File: src/rtl/cla_serial_add_ctrl_if.sv
// Handshake and data bundle for the nibble-serial CLA adder.
// The ovf signal exists only when CLA_SERIAL_OVF_EN is defined.
interface cla_serial_add_ctrl_if #(
    parameter int WIDTH = 16
);
    logic             in_valid;
    logic             in_ready;
    logic [WIDTH-1:0] a;
    logic [WIDTH-1:0] b;
    logic             cin;
    logic             out_valid;
    logic             out_ready;
    logic [WIDTH-1:0] sum;
    logic             cout;
    logic             busy;
`ifdef CLA_SERIAL_OVF_EN
    logic             ovf;
`endif

    modport master (
        output in_valid, a, b, cin, out_ready,
`ifdef CLA_SERIAL_OVF_EN
        input  ovf,
`endif
        input  in_ready, out_valid, sum, cout, busy
    );

    modport slave (
        input  in_valid, a, b, cin, out_ready,
`ifdef CLA_SERIAL_OVF_EN
        output ovf,
`endif
        output in_ready, out_valid, sum, cout, busy
    );
endinterface

File: src/rtl/cla_serial_add_ctrl.sv
// WIDTH-bit adder reusing one 4-bit lookahead slice, LSB nibble first.
// Define CLA_SERIAL_OVF_EN to add the signed-overflow output.
module cla_serial_add_ctrl #(
    parameter int WIDTH = 16
) (
    input logic                clk,
    input logic                rst_n,
    cla_serial_add_ctrl_if.slave bus
);
    localparam int NIB = WIDTH / 4;
    localparam int KW  = (NIB > 1) ? $clog2(NIB) : 1;

    localparam logic [1:0] IDLE = 2'd0;
    localparam logic [1:0] RUN  = 2'd1;
    localparam logic [1:0] DONE = 2'd2;

    logic [1:0]       state;
    logic [KW-1:0]    k;
    logic [WIDTH-1:0] a_r;
    logic [WIDTH-1:0] b_r;
    logic [WIDTH-1:0] sum_r;
    logic [WIDTH-1:0] sum_nxt;
    logic             carry_r;
    logic             cout_r;
    logic [3:0]       an;
    logic [3:0]       bn;
    logic [3:0]       p;
    logic [3:0]       g;
    logic [3:0]       ns;
    logic             c1, c2, c3, c4;
    logic             last;
    logic             accept;
`ifdef CLA_SERIAL_OVF_EN
    logic             ovf_r;
`endif

    always_comb begin
        an = '0;
        bn = '0;
        for (int i = 0; i < NIB; i++) begin
            if (k == KW'(i)) begin
                an = a_r[4*i +: 4];
                bn = b_r[4*i +: 4];
            end
        end
    end

    assign p  = an ^ bn;
    assign g  = an & bn;
    assign c1 = g[0] | (p[0] & carry_r);
    assign c2 = g[1] | (p[1] & g[0]) | (p[1] & p[0] & carry_r);
    assign c3 = g[2] | (p[2] & g[1]) | (p[2] & p[1] & g[0])
              | (p[2] & p[1] & p[0] & carry_r);
    assign c4 = g[3] | (p[3] & g[2]) | (p[3] & p[2] & g[1])
              | (p[3] & p[2] & p[1] & g[0])
              | (p[3] & p[2] & p[1] & p[0] & carry_r);
    assign ns = p ^ {c3, c2, c1, carry_r};

    always_comb begin
        sum_nxt = sum_r;
        for (int i = 0; i < NIB; i++) begin
            if (k == KW'(i)) sum_nxt[4*i +: 4] = ns;
        end
    end

    assign last   = (k == KW'(NIB - 1));
    assign accept = bus.in_valid && (state == IDLE);

    always_ff @(posedge clk or negedge rst_n) begin
        if (!rst_n) begin
            state   <= IDLE;
            k       <= '0;
            a_r     <= '0;
            b_r     <= '0;
            sum_r   <= '0;
            carry_r <= 1'b0;
            cout_r  <= 1'b0;
`ifdef CLA_SERIAL_OVF_EN
            ovf_r   <= 1'b0;
`endif
        end else begin
            case (state)
                IDLE: begin
                    if (accept) begin
                        a_r     <= bus.a;
                        b_r     <= bus.b;
                        carry_r <= bus.cin;
                        k       <= '0;
                        sum_r   <= '0;
                        cout_r  <= 1'b0;
`ifdef CLA_SERIAL_OVF_EN
                        ovf_r   <= 1'b0;
`endif
                        state   <= RUN;
                    end
                end
                RUN: begin
                    sum_r   <= sum_nxt;
                    carry_r <= c4;
                    if (last) begin
                        cout_r <= c4;
`ifdef CLA_SERIAL_OVF_EN
                        ovf_r  <= c4 ^ c3;
`endif
                        state  <= DONE;
                    end else begin
                        k <= k + KW'(1);
                    end
                end
                DONE: begin
                    if (bus.out_ready) state <= IDLE;
                end
                default: state <= IDLE;
            endcase
        end
    end

    // handshake flags come from state only, no input-to-output path
    assign bus.in_ready  = (state == IDLE);
    assign bus.out_valid = (state == DONE);
    assign bus.busy      = (state == RUN) || (state == DONE);
    assign bus.sum       = sum_r;
    assign bus.cout      = cout_r;
`ifdef CLA_SERIAL_OVF_EN
    assign bus.ovf       = ovf_r;
`endif
endmodule

File: src/flat_wrapper.sv
// flat-port wrapper written by rule: the top's interface ports become plain ports
module cla_serial_add_ctrl_flat 
#(
    parameter int WIDTH = 16
)
  (clk, rst_n, bus_in_valid, bus_a, bus_b, bus_cin, bus_out_ready, bus_in_ready, bus_out_valid, bus_sum, bus_cout, bus_busy);
  cla_serial_add_ctrl_if #(.WIDTH(WIDTH)) bus_i ();
  input logic clk;
  input logic rst_n;
  input wire logic [$bits(bus_i.in_valid)-1:0] bus_in_valid;
  input wire logic [$bits(bus_i.a)-1:0] bus_a;
  input wire logic [$bits(bus_i.b)-1:0] bus_b;
  input wire logic [$bits(bus_i.cin)-1:0] bus_cin;
  input wire logic [$bits(bus_i.out_ready)-1:0] bus_out_ready;
  output wire logic [$bits(bus_i.in_ready)-1:0] bus_in_ready;
  output wire logic [$bits(bus_i.out_valid)-1:0] bus_out_valid;
  output wire logic [$bits(bus_i.sum)-1:0] bus_sum;
  output wire logic [$bits(bus_i.cout)-1:0] bus_cout;
  output wire logic [$bits(bus_i.busy)-1:0] bus_busy;
  assign bus_i.in_valid = bus_in_valid;
  assign bus_i.a = bus_a;
  assign bus_i.b = bus_b;
  assign bus_i.cin = bus_cin;
  assign bus_i.out_ready = bus_out_ready;
  assign bus_in_ready = bus_i.in_ready;
  assign bus_out_valid = bus_i.out_valid;
  assign bus_sum = bus_i.sum;
  assign bus_cout = bus_i.cout;
  assign bus_busy = bus_i.busy;
  cla_serial_add_ctrl #(.WIDTH(WIDTH)) u_core (.clk(clk), .rst_n(rst_n), .bus(bus_i));
endmodule
File: config.mk
export PLATFORM = sky130hd
export DESIGN_NAME = cla_serial_add_ctrl_flat
export DESIGN_NICKNAME = d
export VERILOG_FILES = /design/src/rtl/cla_serial_add_ctrl_if.sv /design/src/rtl/cla_serial_add_ctrl.sv /design/src/flat_wrapper.sv
export SDC_FILE = /design/constraint.sdc
export NUM_CORES = 1
export LEC_CHECK = 0
export CAP_MARGIN = 20
export CORE_MARGIN = 5
export CORE_UTILIZATION = 25
export CTS_CLUSTER_DIAMETER = 40
export DETAILED_ROUTE_END_ITERATION = 6
export PLACE_DENSITY = 0.41
export SYNTH_ARGS = -nofsm -noshare
export SYNTH_HDL_FRONTEND = slang
export SYNTH_SLANG_ARGS = --single-unit
File: constraint.sdc
create_clock -name clk -period 4.4 [get_ports clk]
set_clock_uncertainty 0.05 [all_clocks]
set_input_delay 0.66 -clock clk [delete_from_list [all_inputs] [get_ports clk]]
set_output_delay 0.66 -clock clk [all_outputs]
set_load 0.02 [all_outputs]
==> results.md <==
* Worst-case reg-to-reg path depth at 11
* DRT iter0 DRCs at 47
* Htree depth at 2
* Fraction of layout cells with a size suffix above 1 at 19.23%
* Worst Max-Slew Pin Slew at 0.8263 ns
* Setup CP Type: reg2reg
* WP buf/inv at 1
* Top Layer Used: met4
* Vias in the first global route at 1,960
* Status: finished, final reports clean
* Post-CTS Hold Buffers at 0
* Critical path required time at 4.53 ns
* IO Pins at 57
* Clk pwr share at between 10% and 20%
* Metal2 WL at 2945 µm
* CTS root buffer: clkbuf_8
* Post CTS Setup Buffer Count at 0
* Unrepaired setup endpoints after global routing: no
* Register area share after synthesis at between 50% and 60%
* Setup Viol. Count Final at 0
* Post-Route Utilization at 32.78%
* Worst Setup SP: u_core.k[1]
* Net Sw Frac at 41.08%
* PostCTS Resize Cnt at 0
* Router iterations before antenna repair at 4
* Max Cap Viol at 0
* Setup WS post-layout at 1.390 ns
* Average size of a mapped cell at 11.69 µm²
* Largest net degree at the start of global routing at 53
* Syn_nets at 281
* Final net count at approximately 340
* Metal-1 WL at 3061 µm
* Mean routed wirelength per cell at approximately 15 µm
* Most frequent CP cell: ha_1
* #FFs+latches synth at 54
* Final period util at 68.40%
* GP Congestion at 0.7031
* Net Switching at between 1 and 1.5 mW
* Yosys Warn Count at 0
* Post-Synthesis Cells at 231
* Worst stage delay on the critical path at 0.49 ns
* CTS tree: done
* GRT Residual Overflow at 0
* Num rows at 38
* Crit. End Element: register
* CP Capture Point: u_core.bus.sum[15]
* Commonest non-fill, non-tap cell in the layout: clkdlybuf4s50_1
* Yosys cell types at 32
* Initial antenna violation count at 0
* Crit path cell chain: inv_1 > ha_1 > nor2b_1 > a221oi_1 > nor3_1 > a21o_1 > ha_1 > a41o_1 > a21oi_1 > xnor2_1 > o21ai_1
* End of the worst register-to-register path: u_core.bus.sum[15]
* Mapped cell area at ~2700 µm²
* Worst min path class: in2async
* Starting Density at 25.24%
* Leakage at around 1.5 nW
* CTS Buffer Depth at 2
* CP Max Fanout at 16
* Buffers on Ports at 56
* Leading post-synthesis cells by cell area: dfrtp_1, mux2_2, ha_1
* Post-Route WL at 6407 µm
* Critical path's top delay family: compound AO/OA/AOI/OAI gates
* RR Startpoint: u_core.k[1]
* Slew Viols, Final at 0
* WL met3 at ~340 µm
* Die area at 12,980 µm²
* Die X at 113.9 µm
* Final hold vios at 0
* Fmax at 332.3 MHz
* Setup TNS at 0 ns
* Slew headroom at 44.91%
* Combinational power share at 58.6%
* Most frequent cells in the layout: clkdlybuf4s50_1, dfrtp_1, mux2_2, nand2_1, a21oi_1
* Area share of the largest cell type after synthesis at 50.05%
* Skew-Pair Late Insertion Delay at around 0.31 ns
* Dpl ws at 1.441 ns
* GRT Overall Usage at between 10% and 20%
* Total CTS buffers at 5
* Crit path DAT at approximately 3.1 ns
* Worst vdd ir at about 0.36 mV
* # DRC at 0
* Internal Power at 1.740 mW
* Sequential share of power at 29.8%
* PD cells at approximately 840 nW/µm²
* Leading area contributor after synthesis: dfrtp_1
* DPL Wire Length at 4790 µm
* Vias at 1,861
* Clk sinks at 54
* DRT antenna net count at 0
* DR vias/cell at 4.369
* CP startpoint kind: register
* Core footprint at 10,700 µm²
* First-pass GRT wire length at 10,460 µm
* Fin crit period at 3.010 ns
* Setup slack, reg-to-reg at ~1.4 ns
* Critical Path Stages at 11
* Crit-path slowest cell: ha_1
* Diode count at 0
* Area growth syn-to-layout at 29.89%
* Die height at 113.9 µm
* Clock Pin Slew Worst Setup and Hold Paths at 0.10 ns
[cell usage after synthesis]
master	instances
nor3_1	3
a31oi_1	1
nand2b_1	2
mux2_4	7
o31ai_1	2
nor2_1	2
mux2_2	33
a211oi_2	1
and2_1	1
o21ba_2	1
o21ai_0	4
xor2_1	2
nand2_1	25
a41o_1	1
clkbuf_1	4
o22ai_1	8
buf_2	5
inv_1	14
xnor2_1	1
fa_1	1
a21oi_1	18
a221oi_1	4
o21a_4	3
ha_1	12
o21ai_1	2
a22oi_1	1
nand3b_1	4
dfrtp_1	54
buf_6	1
nor2b_1	9
a21o_1	4
o32ai_1	1
[flip-flops by register name (all words and copies together) (netlist names)]
register / cells
u_core.bus.cout: 1
u_core.carry_r: 1
u_core.state: 2
u_core.bus.sum: 16
u_core.b_r: 16
u_core.a_r: 16
u_core.k: 2
[cell type report]
type                       instances  area [µm²]
inverter                          14       52.55
clock inverter                     1       30.03
multi-input combinational        153        1245
fill                            1131        7191
sequential                        54        1351
tap                              140       175.2
timing repair buffer              58       570.5
clock buffer                       6       82.58
[per-stage QoR]
stage / instance area, µm² / power [mW] / cells / hold slack, ns
after floorplan: 2700 / 2.139 / 231 / 0.3144
after global placement: 3395 / 2.629 / 419 / 0.4066
after detailed placement: 3395 / 2.643 / 419 / 0.4071
after CTS: 3507 / 2.995 / 426 / 0.07714
after global routing: 3507 / 3.216 / 426 / 0.07164
final: 3507 / 2.953 / 426 / 0.08287
[per-layer routing]
metal | up-vias | global-route usage (%)
met5 | - | 0
met4 | 0 | 2.138
li1 | 920 | -
met1 | 890 | 14.32
met3 | 8 | 2.493
met2 | 43 | 15.96
[power groups by stage]
stage	clock network, mW	logic, mW	registers, mW
global route	0.372	1.93	0.912
finish	0.343	1.73	0.880
floorplan	0	1.24	0.895
detailed placement	0	1.74	0.900
CTS	0.355	1.75	0.889
global placement	0	1.73	0.901
[kinds of logic (layout without fill, tap and decap cells)]
logic type / after synthesis / in the layout / synth area share (%)
xor+xnor: 3 / 3 / 0.9733
flops: 54 / 54 / 50.05
simple gates: 46 / 46 / 8.202
compound gates: 51 / 51 / 12.98
buf+inv: 24 / 79 / 3.846
fa+ha+maj: 13 / 13 / 6.302
mux: 40 / 40 / 17.66
[how the worst min path moves through the flow]
stage	cells past startpoint	from	endpoint
floorplan	0	rst_n	u_core.a_r[0]
global route	1	rst_n	u_core.state[0]
finish	1	rst_n	u_core.state[0]
detailed placement	1	rst_n	u_core.state[0]
global placement	1	rst_n	u_core.state[0]
CTS	1	rst_n	u_core.state[0]
No activity file was read; power rests on OpenSTA's default activity.
